**src/rtl/stack_pkg.sv**
```systemverilog
// Shared definitions for the 4-slot stack: slot count, occupancy state and the
// count -> thermometer enable mapping that the occupancy decoder inverts.
package stack_pkg;

  localparam int DEPTH = 4;

  typedef enum logic [1:0] {
    EMPTY   = 2'd0,
    PARTIAL = 2'd1,
    FULL    = 2'd2
  } stack_state_e;

  // Thermometer code: one enable bit per occupied slot, filled from bit 0 up.
  // Counts above DEPTH cannot occur; they saturate to all-ones.
  function automatic logic [3:0] count_to_enable(input logic [2:0] count);
    logic [3:0] en;
    case (count)
      3'd0:    en = 4'b0000;
      3'd1:    en = 4'b0001;
      3'd2:    en = 4'b0011;
      3'd3:    en = 4'b0111;
      default: en = 4'b1111;
    endcase
    return en;
  endfunction

  function automatic stack_state_e count_to_state(input logic [2:0] count);
    stack_state_e st;
    if (count == 3'd0)
      st = EMPTY;
    else if (count >= 3'(DEPTH))
      st = FULL;
    else
      st = PARTIAL;
    return st;
  endfunction

endpackage

```
**src/rtl/stack_thermo_enc.sv**
```systemverilog
// Combinational count -> thermometer enable encoder for the stack occupancy vector.
// Ports:
//   count   in  3  entry count, 0..4
//   enable  out 4  thermometer-coded slot occupancy
module stack_thermo_enc
  import stack_pkg::*;
(
  input  logic [2:0] count,
  output logic [3:0] enable
);

  assign enable = count_to_enable(count);

endmodule

```
**src/rtl/stack_slot_ctrl.sv**
```systemverilog
// Write-side controller for the 4-slot stack. Accepts push/pop requests, holds
// the slot data and drives registered count, thermometer enable and top-of-stack.
// Ports:
//   clk        in   1      rising-edge clock
//   rst        in   1      synchronous active-high reset
//   push       in   1      push request
//   pop        in   1      pop request
//   data_in    in   WIDTH  value written on an accepted push / replace
//   data_out   out  WIDTH  registered top-of-stack value (0 when empty)
//   enable     out  4      registered thermometer occupancy vector
//   count      out  3      registered entry count, 0..4
//   full       out  1      count == 4
//   empty      out  1      count == 0
//   overflow   out  1      one-cycle pulse: push refused while full
//   underflow  out  1      one-cycle pulse: pop refused while empty
// The slot count is fixed by stack_pkg::DEPTH; enable/count widths follow from it.
module stack_slot_ctrl
  import stack_pkg::*;
#(
  parameter int WIDTH = 8
) (
  input  logic             clk,
  input  logic             rst,
  input  logic             push,
  input  logic             pop,
  input  logic [WIDTH-1:0] data_in,
  output logic [WIDTH-1:0] data_out,
  output logic [3:0]       enable,
  output logic [2:0]       count,
  output logic             full,
  output logic             empty,
  output logic             overflow,
  output logic             underflow
);

  logic [WIDTH-1:0] slots [DEPTH];

  stack_state_e     state;
  logic [2:0]       count_nx;
  logic [3:0]       enable_nx;
  logic [WIDTH-1:0] data_out_nx;
  logic             overflow_nx;
  logic             underflow_nx;
  logic             wr_en;
  logic [1:0]       wr_idx;

  assign state = count_to_state(count);
  assign full  = (state == FULL);
  assign empty = (state == EMPTY);

  // Next-state decision: every output below is registered on the same edge.
  always_comb begin
    count_nx     = count;
    data_out_nx  = data_out;
    overflow_nx  = 1'b0;
    underflow_nx = 1'b0;
    wr_en        = 1'b0;
    wr_idx       = 2'd0;

    if (push && !pop) begin
      if (state == FULL) begin
        overflow_nx = 1'b1;
      end else begin
        wr_en       = 1'b1;
        wr_idx      = count[1:0];
        count_nx    = count + 3'd1;
        data_out_nx = data_in;
      end
    end else if (pop && !push) begin
      if (state == EMPTY) begin
        underflow_nx = 1'b1;
      end else begin
        count_nx = count - 3'd1;
        // New top is the slot below the one being popped; nothing left reads as 0.
        if (count >= 3'd2)
          data_out_nx = slots[2'(count - 3'd2)];
        else
          data_out_nx = '0;
      end
    end else if (push && pop) begin
      // Simultaneous push/pop replaces the top; on an empty stack it is a plain push.
      wr_en       = 1'b1;
      data_out_nx = data_in;
      if (state == EMPTY) begin
        wr_idx   = 2'd0;
        count_nx = 3'd1;
      end else begin
        wr_idx   = 2'(count - 3'd1);
      end
    end
  end

  stack_thermo_enc u_enc (
    .count  (count_nx),
    .enable (enable_nx)
  );

  // Register stage: count, enable, top-of-stack, pulses and slot storage.
  always_ff @(posedge clk) begin
    if (rst) begin
      count     <= 3'd0;
      enable    <= 4'b0000;
      data_out  <= '0;
      overflow  <= 1'b0;
      underflow <= 1'b0;
      for (int i = 0; i < DEPTH; i++)
        slots[i] <= '0;
    end else begin
      count     <= count_nx;
      enable    <= enable_nx;
      data_out  <= data_out_nx;
      overflow  <= overflow_nx;
      underflow <= underflow_nx;
      if (wr_en)
        slots[wr_idx] <= data_in;
    end
  end

endmodule
```
**config.mk**
```make
export PLATFORM = sky130hd
export DESIGN_NAME = stack_slot_ctrl
export DESIGN_NICKNAME = d
export VERILOG_FILES = /design/src/rtl/stack_pkg.sv /design/src/rtl/stack_thermo_enc.sv /design/src/rtl/stack_slot_ctrl.sv
export SDC_FILE = /design/constraint.sdc
export NUM_CORES = 1
export LEC_CHECK = 0
export CAP_MARGIN = 20
export CORE_MARGIN = 4
export CORE_UTILIZATION = 33
export DETAILED_ROUTE_END_ITERATION = 7
export HOLD_SLACK_MARGIN = 0.05
export PLACE_DENSITY_LB_ADDON = 0.15
export SLEW_MARGIN = 25
export SYNTH_ARGS = -nofsm -noshare
export SYNTH_HDL_FRONTEND = slang
export SYNTH_SLANG_ARGS = --single-unit
```
**constraint.sdc**
```tcl
create_clock -name clk -period 2.7 [get_ports clk]
set_input_delay 0.54 -clock clk [delete_from_list [all_inputs] [get_ports clk]]
set_output_delay 0.54 -clock clk [all_outputs]
set_load 0.01 [all_outputs]
```
==> results of run 1 <==
## layout make-up
type                            count  share of cell area [%]
Sequential cell                    49                    42.6
Multi-Input combinational cell    124                    34.9
Timing Repair Buffer               43                    13.1
Tap cell                           99                    4.06
Clock buffer                        6                    2.38
Inverter                           14                    1.80
Clock inverter                      2                    1.11
## worst min-delay path by stage
stage / to / slack [ns] / cells past startpoint
final: data_out[2] / 0.50 / 2
after global routing: data_out[5] / 0.53 / 2
after CTS: data_out[2] / 0.51 / 2
after detailed placement: data_out[2] / 0.50 / 2
after global placement: data_out[5] / 0.50 / 2
after floorplan: data_out[0] / 0.52 / 2
## flip-flops by register name, summed over array words and instances, names as in the netlist
signal / flops
overflow: 1
underflow: 1
count: 3
slots: 32
data_out: 8
enable: 4
## power groups by stage
stage	clock network (mW)	registers, mW	logic [mW]
finish	0.514	0.878	0.390
global route	0.563	0.885	0.427
CTS	0.524	0.879	0.395
detailed placement	0	0.895	0.394
global placement	0	0.896	0.396
floorplan	0	0.905	0.223
## critical path, delay by kind of cell, from the launching register on
kind	cells	cell delay (ns)
flip-flops	1	0.33
adder cells (fa/ha/maj)	3	0.66
AND/OR/NAND/NOR	1	0.23
AO/OA/AOI/OAI	2	0.50
buffers and inverters	2	0.17
multiplexers	1	0.21
## timing repair
item,in CTS,in global routing
buffers inserted,0,0
setup endpoints to repair,0,1
endpoints found under the hold margin,0,0
gates resized for setup,0,2
## synthesized netlist by cell type, types with 4 or more instances
| master | instances | area share (%) |
|---|---|---|
| nand2_1 | 4 | 0.61 |
| inv_1 | 11 | 1.7 |
| a211oi_1 | 8 | 2.4 |
| ha_1 | 8 | 4.1 |
| and2_1 | 33 | 8.4 |
| dfxtp_1 | 17 | 14 |
| mux4_1 | 7 | 7.5 |
| nand3_1 | 10 | 2.0 |
| edfxtp_1 | 32 | 39 |
| nor2_1 | 12 | 1.8 |
| a21oi_1 | 9 | 1.8 |
## metal layers
metal  share of wire, %  wire length, µm
met5                  0                0
met4               0.63               36
met3                5.4              308
met2                 51             2910
met1                 43             2440
## kinds of logic after synthesis
kind of cell	Yosys count
fa+ha+maj	8
flops	49
compound gates	30
mux	11
simple gates	75
buf+inv	20
## through the flow
step	util (%)	cells	area [µm²]	power, mW	hold WS (ns)
5_1_grt	42.1	337	3050	1.87	0.529
4_1_cts	42.0	337	3050	1.80	0.509
3_5_place_dp	40.5	329	2940	1.29	0.496
2_1_floorplan	-	193	2460	1.13	0.520
6_report	42.1	337	3050	1.78	0.504
3_3_place_gp	40.5	329	2940	1.29	0.499
==> results.md, run 1 <==
* Status: completed
* Most frequent cells in the layout: 33 x and2_1, 32 x edfxtp_1, 29 x clkdlybuf4s50_1, 17 x dfxtp_1, 13 x buf_4
* Worst hold path class: reg -> reg
* Initial antenna violation count at 0
* Setup Total Neg Slack at 0 ns
* Die width at around 94 µm
* Crit path top cell by count: ha_1
* Setup slack after placement at approximately 0.20 ns
* Pint at ~1.3 mW
* Post-Synth XOR/XNOR Area at 0%
* Tmin final at 2.39 ns
* R2R Path End: slots[0][5]
* Combinational power share at a little over a fifth
* Yosys warns at 0
* VDD IR-drop max at approximately 0.29 mV
* Layer with the highest usage: met2
* Io pins at 31
* Unrepaired setup endpoints after global routing: false
* Register area share after synthesis at 53.0%
* Cell area after synthesis at between 2000 and 2500 µm²
* Cell count after synthesis at between 150 and 200
* Area grow syn2layout at 24.3%
* Commonest register cell after synthesis: edfxtp_1
* Clock skew at 0.0115 ns
* EDFF count, synth at 32
* Total gr overflow at 0
* Row Count at 31
* Largest net degree at the start of global routing at 15
* Hold Fails Final Rpt at 0
* Max stage delay on crit path at about 0.33 ns
* Startpoint class of the critical path: flip-flop
* Num CTS Buffers at 5
* Post-synthesis compound-gate area fraction at 11.1%
* Post-synthesis mux area share at around 10%
* Drt via density at approximately 4.8
* Net switching power at 455 µW
* First-pass GRT wire length at between 8 and 9 mm
* Clock sinks at ~50
* Diodes inserted at 0
* CTS Root Buffer Type: clkbuf_8
* Multi-input gate area at approximately 1100 µm²
* Final #Nets at 257
* Routed wire length at 5.70 mm
* Met2 Use GR at between 20% and 30%
* Largest family of logic cells by synthesized area: simple AND/OR/NAND/NOR gates
* Starting Density at between 30% and 40%
* Drt first pass iters at 4
* Crit path DAT at about 2.4 ns
* Core box area at approximately 7300 µm²
* Post-CTS Hold Fix Bufs at 0
* Synth async-reset ratio at 0%
* Max-slew headroom at 66.5%
* Crit end category: flip-flop
* CTS tree: built
* Post-synthesis net count at around 210
* Number of global-route vias before repair at between 1500 and 2000
* Worst setup startpoint: count[0]
* Layout cells sized above 1 at ~16%
* Via count at 1609
* Worst Hold Launch: data_out[2]
* Pleak at 1.24 nW
* DR DRC count at 0
* Final ANT Viol Nets at 0
* Routability cong. at roughly 0.74
* Max Slew Vio Count at 0
* Syn_area_per_cell at approximately 13 µm²
* Clk slew on worst S/H paths at around 0.090 ns
* Clock Path Buffers at 2
* Final Worst Setup Slack at roughly 0.31 ns
* Tcrit/Tclk final at a little under 90%
* Critical-path top delay cell: dfxtp_1
* Area of the die at 8880 µm²
* Register share of total power at about 49%
* Reg2reg path depth at 9
* Power Density at slightly below 600 nW/µm²
* GRT Overall Usage at between 10 and 15%
* Initial drt markers at roughly 100
* CP required at between 2 and 3 ns
* CP max FO at 9
* CTS H-tree lvls at 2
* Worst-Margin Slew at between 0.5 and 0.6 ns
* R2r startpoint: count[0]
* Worst reg2reg setup slack at slightly above 0.3 ns
* Crit-path cells: inv_2 -> ha_1 -> ha_2 -> inv_1 -> ha_1 -> mux2i_1 -> o2111ai_1 -> o21ba_4 -> or2_2
* Synth Register Bits at just under 50
* Maximum clock rate at between 400 and 500 MHz
* I/O Buffers at 30
* Die height at approximately 94 µm
* FILL cells at a little over 700
* Commonest non-fill, non-tap cell in the layout: and2_1
* GR Util met1 at around 17%
* Net Sw Frac at between 20% and 30%
* Synth Area in Adders at ~4%
* Register area at about 1300 µm²
* Setup Crit Path Kind: reg -> reg
* Synth cell types at 43
* Critical path destination: slots[0][5]
* Clock power share at between 20% and 30%
* Max-cap violation count at 0
* Detailed placement HPWL at around 4.0 mm
* Worst-skew pair later-pin latency at 0.30 ns
* Final-report setup violation count at 0
* Simple logic cell fraction of the synthesized area at approximately 18%
* Grt met3 use at 3.29%
* WL per Instance at about 17 µm
Note: power is estimated with default switching activity, not from simulation.
==> run 2: changes to the inputs <==
--- a/config.mk
+++ b/config.mk
@@ -5,10 +5,12 @@
 export SDC_FILE = /design/constraint.sdc
 export NUM_CORES = 1
 export LEC_CHECK = 0
+export ABC_AREA = 0
 export CAP_MARGIN = 20
 export CORE_MARGIN = 4
 export CORE_UTILIZATION = 33
 export DETAILED_ROUTE_END_ITERATION = 7
+export DONT_BUFFER_PORTS = 1
 export HOLD_SLACK_MARGIN = 0.05
 export PLACE_DENSITY_LB_ADDON = 0.15
 export SLEW_MARGIN = 25
==> run 2 against run 1 <==
- global-route usage is 0.57 points higher
- sequential power is 2% higher
- count of clock-buffer cells in the layout is 1 lower
- sequential cell count stayed put
- first-iteration DRC count is 25% lower
- cell area is 11% lower
- non-clock buffer count is 33 lower
- clock skew is 0.00087 ns higher
- largest cell class unchanged
==> results.md, run 2 (synthesis results as in run 1) <==
* Hold Path Cell Cnt at 1
* Initial antenna violation count at 0
* Commonest non-fill, non-tap cell in the layout: and2_1
* Hold endpoint: overflow
* VDD IR-drop max at between 0.15 and 0.2 mV
* Hold WS at about 0.31 ns
* First-pass GRT wire length at between 9 and 10 mm
* Multi-input gate area at about 1100 µm²
* Clock skew at about 0.012 ns
* Num CTS Buffers at 5
* Power Density at roughly 600 nW/µm²
* Largest Register: slots
* Routability cong. at around 0.8
* Initial drt markers at 74
* Starting Density at about a third
* Worst reg2reg setup slack at around 0.19 ns
* Pleak at between 1 and 1.5 nW
* Clock sinks at between 40 and 50
* CTS Root Buffer Type: clkbuf_8
* Reg2reg path depth at 9
* Final-report setup violation count at 0
* CTS H-tree lvls at 2
* Max-slew headroom at roughly two thirds
* Total gr overflow at 0
* DR DRC count at 0
* Maximum clock rate at approximately 400 MHz
* Clock Path Buffers at 2
* I/O Buffers at 0
* Number of global-route vias before repair at 1627
* Largest net degree at the start of global routing at 17
* Status: completed
* FILL cells at 733
* Row Count at 31
* Area of the die at a little under 9000 µm²
* Worst-skew pair later-pin latency at approximately 0.30 ns
* Tmin final at approximately 2.5 ns
* Core box area at around 7300 µm²
* Final #Nets at 224
* Tcrit/Tclk final at between 90% and 100%
* Via count at 1545
* Top Registers: slots (32), data_out (8), enable (4)
* Crit path DAT at 2.50 ns
* Max FFs per register at 32
* Startpoint class of the critical path: flip-flop
* Area grow syn2layout at 10.1%
* Unrepaired setup endpoints after global routing: false
* Worst Hold Launch: pop
* Detailed placement HPWL at between 4 and 5 mm
* Diodes inserted at 0
* Worst setup startpoint: count[0]
* Layout Cells excl Fill at 304
* CTS tree: built
* Final ANT Viol Nets at 0
* Post-CTS Hold Fix Bufs at 0
* CP max FO at 9
* # Post-CTS Setup Buffers at 0
* CP required at between 2 and 3 ns
* Hold Fails Final Rpt at 0
* GRT Overall Usage at between 10% and 20%
* Register area at roughly 1300 µm²
* Layout cells sized above 1 at roughly 18%
* Routed wire length at ~5.8 mm
* Worst hold path class: in -> reg
* Die width at approximately 94 µm
* Io pins at 31
* Die height at 94.3 µm
* R2r startpoint: count[0]
* Max Slew Vio Count at 0
* Total chip power at roughly 1.6 mW
* Worst-Margin Slew at between 0.4 and 0.5 ns
* Clk slew on worst S/H paths at roughly 0.09 ns
* Setup Crit Path Kind: reg -> reg
* WL per Instance at approximately 19 µm
* R2R Path End: slots[0][1]
* Placed cell count at 296
* Drt via density at just over 5
* Most frequent cells in the layout: 33 x and2_1, 32 x edfxtp_1, 17 x dfxtp_1, 12 x nor2_1, 11 x inv_1
* Max-cap violation count at 0
* Drt first pass iters at 4
* Setup Total Neg Slack at 0 ns
* Crit end category: flip-flop
## run 2: layout make-up
| class | count | share of cell area [%] |
|---|---|---|
| Sequential cell | 49 | 48.1 |
| Multi-Input combinational cell | 124 | 39.4 |
| Tap cell | 99 | 4.58 |
| Timing Repair Buffer | 10 | 2.78 |
| Clock buffer | 5 | 2.55 |
| Inverter | 14 | 2.04 |
| Clock inverter | 3 | 0.463 |
## run 2: how the worst max path moves through the flow
| stage | end | slack, ns |
|---|---|---|
| 2_1_floorplan | slots[2][0] | 0.09 |
| 3_3_place_gp | slots[0][4] | 0.28 |
| 3_5_place_dp | slots[0][4] | 0.19 |
| 4_1_cts | slots[0][4] | 0.16 |
| 5_1_grt | slots[0][1] | 0.001 |
| 6_report | slots[0][1] | 0.19 |
## run 2: power breakdown
group          switching (mW)  leakage, nW  internal, mW
Sequential             0.0351        0.474         0.858
Clock                   0.241       0.0430         0.175
Combinational           0.163        0.570         0.133
## run 2: what timing repair did
action | CTS | global route
hold endpoints to repair | 0 | 0
endpoints found under the setup margin | 0 | 8
resized for setup | 0 | 1
## run 2: routing by layer
layer / share of wire (%) / routed length (µm) / vias up / GRT usage (%)
li1: - / - / 723 / -
met1: 43 / 2480 / 780 / 17.2
met2: 51 / 2990 / 38 / 24.7
met3: 5.3 / 309 / 4 / 4.25
met4: 0.81 / 47 / 0 / 3.13
met5: 0 / 0 / - / 0
## run 2: worst max-delay path, stage by stage, from the launching register on
cell,delay [ns]
dfxtp_1,0.34
inv_2,0.08
ha_1,0.23
ha_1,0.25
inv_1,0.10
ha_1,0.20
mux2i_2,0.24
o2111ai_1,0.21
o21ba_4,0.31
or2_2,0.24
## run 2: per-stage QoR
| step | utilization, % | setup slack (ns) | area [µm²] |
|---|---|---|---|
| after floorplan | - | 0.0938 | 2460 |
| after global placement | 36.1 | 0.283 | 2620 |
| after detailed placement | 36.1 | 0.185 | 2620 |
| after CTS | 37.2 | 0.163 | 2700 |
| after global routing | 37.3 | 0.00149 | 2700 |
| final | 37.3 | 0.186 | 2700 |
